--- src/rtl/i2s_audio_tx.sv ---
// I2S stereo transmitter: 16-bit left/right samples, one-entry holding register,
// 32 BCK periods per frame with the standard one-bit delay after each LRCK edge.
module i2s_audio_tx #(
  parameter int unsigned BCK_HALF = 8
) (
  input  logic        clk_sys,
  input  logic        reset,
  input  logic [15:0] left_in,
  input  logic [15:0] right_in,
  input  logic        in_valid,
  output logic        in_ready,
  output logic        i2s_bck,
  output logic        i2s_lrck,
  output logic        i2s_data,
  output logic        frame_start,
  output logic        underrun
);

  localparam logic [7:0] DIV_LAST = 8'(BCK_HALF - 1);

  logic [7:0]  div_q, div_d;
  logic        bck_q, bck_d;
  logic [4:0]  k_q, k_d;
  logic        lrck_q, lrck_d;
  logic        data_q, data_d;
  logic        fs_q, fs_d;
  logic        ur_q, ur_d;
  logic [15:0] act_l_q, act_l_d;
  logic [15:0] act_r_q, act_r_d;
  logic        hold_full_q, hold_full_d;
  logic [15:0] hold_l_q, hold_l_d;
  logic [15:0] hold_r_q, hold_r_d;

  logic        div_wrap;
  logic        shift_evt;
  logic        frame_evt;
  logic        accept;
  logic [3:0]  bit_idx;

  always_comb begin
    div_wrap  = (div_q == DIV_LAST);
    shift_evt = div_wrap && bck_q;
    frame_evt = shift_evt && (k_q == 5'd0);
    accept    = in_valid && !hold_full_q;
    // L[16-k] for k=1..16 and R[32-k] for k=17..31 both reduce to (-k) mod 16.
    bit_idx   = 4'(5'd0 - k_q);
  end

  always_comb begin
    // NOTE: every next-state value starts from its hold value so no latch is inferred.
    div_d       = div_wrap ? 8'd0 : div_q + 8'd1;
    bck_d       = div_wrap ? !bck_q : bck_q;
    k_d         = k_q;
    lrck_d      = lrck_q;
    data_d      = data_q;
    fs_d        = 1'b0;
    ur_d        = 1'b0;
    act_l_d     = act_l_q;
    act_r_d     = act_r_q;
    hold_full_d = hold_full_q;
    hold_l_d    = hold_l_q;
    hold_r_d    = hold_r_q;

    if (shift_evt) begin
      k_d    = k_q + 5'd1;
      lrck_d = k_q[4];
      if (k_q == 5'd0)       data_d = act_r_q[0];
      else if (k_q <= 5'd16) data_d = act_l_q[bit_idx];
      else                   data_d = act_r_q[bit_idx];
    end

    // A pair accepted on a frame boundary with an empty register waits for the next frame.
    if (frame_evt) begin
      if (hold_full_q) begin
        act_l_d     = hold_l_q;
        act_r_d     = hold_r_q;
        hold_full_d = 1'b0;
        fs_d        = 1'b1;
      end else begin
        act_l_d = 16'd0;
        act_r_d = 16'd0;
        ur_d    = 1'b1;
      end
    end

    if (accept) begin
      hold_full_d = 1'b1;
      hold_l_d    = left_in;
      hold_r_d    = right_in;
    end
  end

  // NOTE: sequential state uses non-blocking assignments only; all decisions live in the _d logic.
  always_ff @(posedge clk_sys) begin
    if (reset) begin
      div_q       <= 8'd0;
      bck_q       <= 1'b0;
      k_q         <= 5'd0;
      lrck_q      <= 1'b1;
      data_q      <= 1'b0;
      fs_q        <= 1'b0;
      ur_q        <= 1'b0;
      act_l_q     <= 16'd0;
      act_r_q     <= 16'd0;
      hold_full_q <= 1'b0;
    end else begin
      div_q       <= div_d;
      bck_q       <= bck_d;
      k_q         <= k_d;
      lrck_q      <= lrck_d;
      data_q      <= data_d;
      fs_q        <= fs_d;
      ur_q        <= ur_d;
      act_l_q     <= act_l_d;
      act_r_q     <= act_r_d;
      hold_full_q <= hold_full_d;
    end
  end

  // NOTE: holding data needs no reset; it is never observed while hold_full_q is clear.
  always_ff @(posedge clk_sys) begin
    hold_l_q <= hold_l_d;
    hold_r_q <= hold_r_d;
  end

  assign in_ready    = !hold_full_q;
  assign i2s_bck     = bck_q;
  assign i2s_lrck    = lrck_q;
  assign i2s_data    = data_q;
  assign frame_start = fs_q;
  assign underrun    = ur_q;

endmodule

--- config.mk ---
export PLATFORM = sky130hd
export DESIGN_NAME = i2s_audio_tx
export DESIGN_NICKNAME = d
export VERILOG_FILES = /design/src/rtl/i2s_audio_tx.sv
export SDC_FILE = /design/constraint.sdc
export NUM_CORES = 1
export LEC_CHECK = 0
export CAP_MARGIN = 25
export CELL_PAD_IN_SITES_DETAIL_PLACEMENT = 1
export CELL_PAD_IN_SITES_GLOBAL_PLACEMENT = 1
export CORE_MARGIN = 2
export CORE_UTILIZATION = 48
export DETAILED_ROUTE_END_ITERATION = 7
export PLACE_DENSITY = 0.9
export SETUP_SLACK_MARGIN = 0.02
export SLEW_MARGIN = 20
export SYNTH_ARGS = -nofsm -noshare
export SYNTH_HDL_FRONTEND = slang
export SYNTH_SLANG_ARGS = --single-unit
export TNS_END_PERCENT = 100
--- constraint.sdc ---
create_clock -name clk_sys -period 4.55 [get_ports clk_sys]
set_input_delay 0.91 -clock clk_sys [delete_from_list [all_inputs] [get_ports clk_sys]]
set_output_delay 0.91 -clock clk_sys [all_outputs]
set_load 0.02 [all_outputs]
==> impl_results.md <==
* Status: complete, no violations
* Post-synth top area cell: dfxtp_1
* DRT iter0 DRCs at 109
* Met3 Usage GRT at 6.23%
* First-pass GRT wire length at 10.6 mm
* CP cell instances: inv_1, ha_1, mux4_2, nand2b_1, a21oi_1, o2111a_1, nor3_2
* Fin crit period at 2810 ps
* Initial antenna violation count at 0
* # hold bufs at CTS at 0
* Placed cells at 337
* Static Leakage at 1.36 nW
* Root Buffer: clkbuf_8
* Met2 Usage GRT at 34.4%
* Remaining Overflow, GRT at 0
* Largest net degree at the start of global routing at 34
* Share of cells above drive strength 1 at 12.3%
* Antenna fix cells at 0
* CP max stage delay at 760 ps
* Gr usage total at 19.7%
* Most used routing layer: met2
* Compound-gate portion of the synthesized area at 12.3%
* Final hold violation count at 0
* Count of final setup violators at 0
* HP Start: div_q[0]
* RR Startpoint: k_q[0]
* Crit path launch type: flop
* Area delta synth->final at 20.6%
* CP max FO at 16
* Number of global-route vias before repair at 2,115
* Slowest-stage cell, CP: dfxtp_1
* Final design utilization at 59.6%
* Syn Area/Cell at 13.5 µm²
* Ports at 41
* Clk sink count at 83
* Syn_nets at 270
* TNS Setup at 0 ps
* I/O Buffers at 40
* CTS tree: yes
* DR WL/cell at 18.2 µm
* Routing usage on met1 at 22.7%
* Worst skew pair latency at 350 ps
* Drt pass-1 iters at 4
* Share of the synthesized area in the top cell type at 32.5%
* Starting density of the core at 49.4%
* EDFF count, synth at 32
* Post-CTS resize count at 0
* DRC at 0
* Cell with the most instances after synthesis: dfxtp_1
* Synth Cell Area at 3140 µm²
* Final setup skew at 7.33 ps
* Top post-synthesis cells by count: dfxtp_1, a22o_1, edfxtp_1
* Pwr dens at 380 nW/µm²
* Core ar. at 6350 µm²
* Inserted Clock Buffers at 9
* Crit Path Class: flop to flop
* NumNets Final at 309
* Hold WC Path Type: flop to flop
* Worst-Margin Slew at 694 ps
* Cell area after layout at 3780 µm²
* XOR/XNOR share of the synthesized area at 3.91%
* Non-Filler Instances at 353
* Largest family of logic cells by synthesized area: compound AO/OA/AOI/OAI gates
* Yosys warns at 0
* Largest cells by area after synthesis: dfxtp_1, edfxtp_1, a22o_1
* Die width at 84.8 µm
* # Max-Cap Violations at 0
* Reg area at 1980 µm²
* Die ar. at 7200 µm²
* Final wirelength at 6.42 mm
* Area occupied by multi-input gates at 1040 µm²
* Detailed placement HPWL at 4.09 mm
* CP top delay family: flip-flops
* Final Max Tran Viols at 0
* FP Rows at 29
* Post-CTS setup buffer count at 0
* Post-DP Area at 3560 µm²
* Critical path required time at 4770 ps
* R2R depth at 7
* VDD IR max at 0.000319 V
* Multiplexer share of the synthesized area at 5.19%
* Ys async rst share at 0%
* Hold path endpoint: div_q[0]
* Slew headroom at 53.6%
* Detail Route Antenna Nets at 0
* Crit Reg-Reg Endpoint: i2s_data
* H-tree levels at 3
* Clock-pin slew on the worst setup and hold paths at 80 ps
* Vias at 2,001
* Simple-Gate Fraction of Synth Area at 10.5%
* Gate Count Post-Synth at 232
* Drt via density at 5.67
* Ys flop type: dfxtp_1
* CP arrival at 3030 ps
* Filler instances at 611
* Seq cells post-synth at 83
* Reg2reg setup slack at 1740 ps
* Setup crit end kind: flop
* RSZ-0062 raised after global routing: false
* Worst hold path stage count at 1
* Clock Path Buffers at 2
* Fmax at 356 MHz
* Worst Path Buf+Inv at 1
* Adder-cell share of the synthesized area at 1.20%
* Seq/Total Area, Yosys at 63.2%
* Die Y at 84.8 µm
* Crit share post-route at 61.7%
* Synth cell types at 41
* Final GP Congestion at 0.760
## layout make-up
| type | instances | area share (%) |
|---|---|---|
| Tap cell | 77 | 2.55 |
| Multi-Input combinational cell | 130 | 27.6 |
| Inverter | 4 | 0.397 |
| Clock buffer | 9 | 3.27 |
| Timing Repair Buffer | 43 | 11.2 |
| Clock inverter | 7 | 2.61 |
| Sequential cell | 83 | 52.4 |
## per-layer routing
layer / vias to the layer above / part of all wire, %
met4: 0 / 2.1
met3: 11 / 4.4
li1: 946 / -
met5: - / 0
met2: 56 / 54
met1: 988 / 39
## stage by stage
| stage | power, W | setup WS, ps | hold WS (ps) |
|---|---|---|---|
| final | 0.00144 | 1740 | 454 |
| after CTS | 0.00145 | 1710 | 452 |
| after detailed placement | 0.000874 | 1740 | 436 |
| after global placement | 0.000870 | 1810 | 423 |
| after floorplan | 0.000834 | 1770 | 412 |
| after global routing | 0.00150 | 1390 | 490 |
## report_power, final
part	total (W)	internal (W)	switching, W
clock network	0.000581	0.000313	0.000268
logic	0.0000553	0.0000315	0.0000238
registers	0.000802	0.000793	0.00000880
## flip-flops by register name, indices dropped and copies added, names as in the netlist
signal / cells
hold_full_q: 1
act_l_q: 16
frame_start: 1
i2s_data: 1
i2s_lrck: 1
div_q: 8
hold_r_q: 16
i2s_bck: 1
k_q: 5
hold_l_q: 16
underrun: 1
act_r_q: 16
## cell usage in the layout (no fill, tap or decap), drive strengths merged, types with 5 or more instances in the layout
cell type and n:
nor2b 6, mux2i 5, edfxtp 32, nand3 5
clkdlybuf4s50 40, xnor2 5, nor2 19, dfxtp 51
clkbuf 9, nand2 6, mux4 5, xor2 9
inv 6, a22o 32
## worst max path at each step
stage          startpoint          end  depth (start not counted)
2_1_floorplan    in_valid  hold_l_q[0]                          1
3_3_place_gp       k_q[0]     i2s_data                          7
3_5_place_dp       k_q[0]     i2s_data                          7
4_1_cts            k_q[0]     i2s_data                          7
5_1_grt            k_q[0]     i2s_data                          8
6_report           k_q[0]     i2s_data                          7
## logic make-up (layout without fill, tap and decap cells)
kind of cell               after synthesis  after routing
DFF                                     83             83
and+or+nand+nor                         58             58
AOI/OAI and AO/OA                       45             45
buffers and inverters                   19             63
xor gates and xnor gates                14             14
muxes                                   10             10
adders and majority gates                3              3
(Power assumes the default switching activity.)
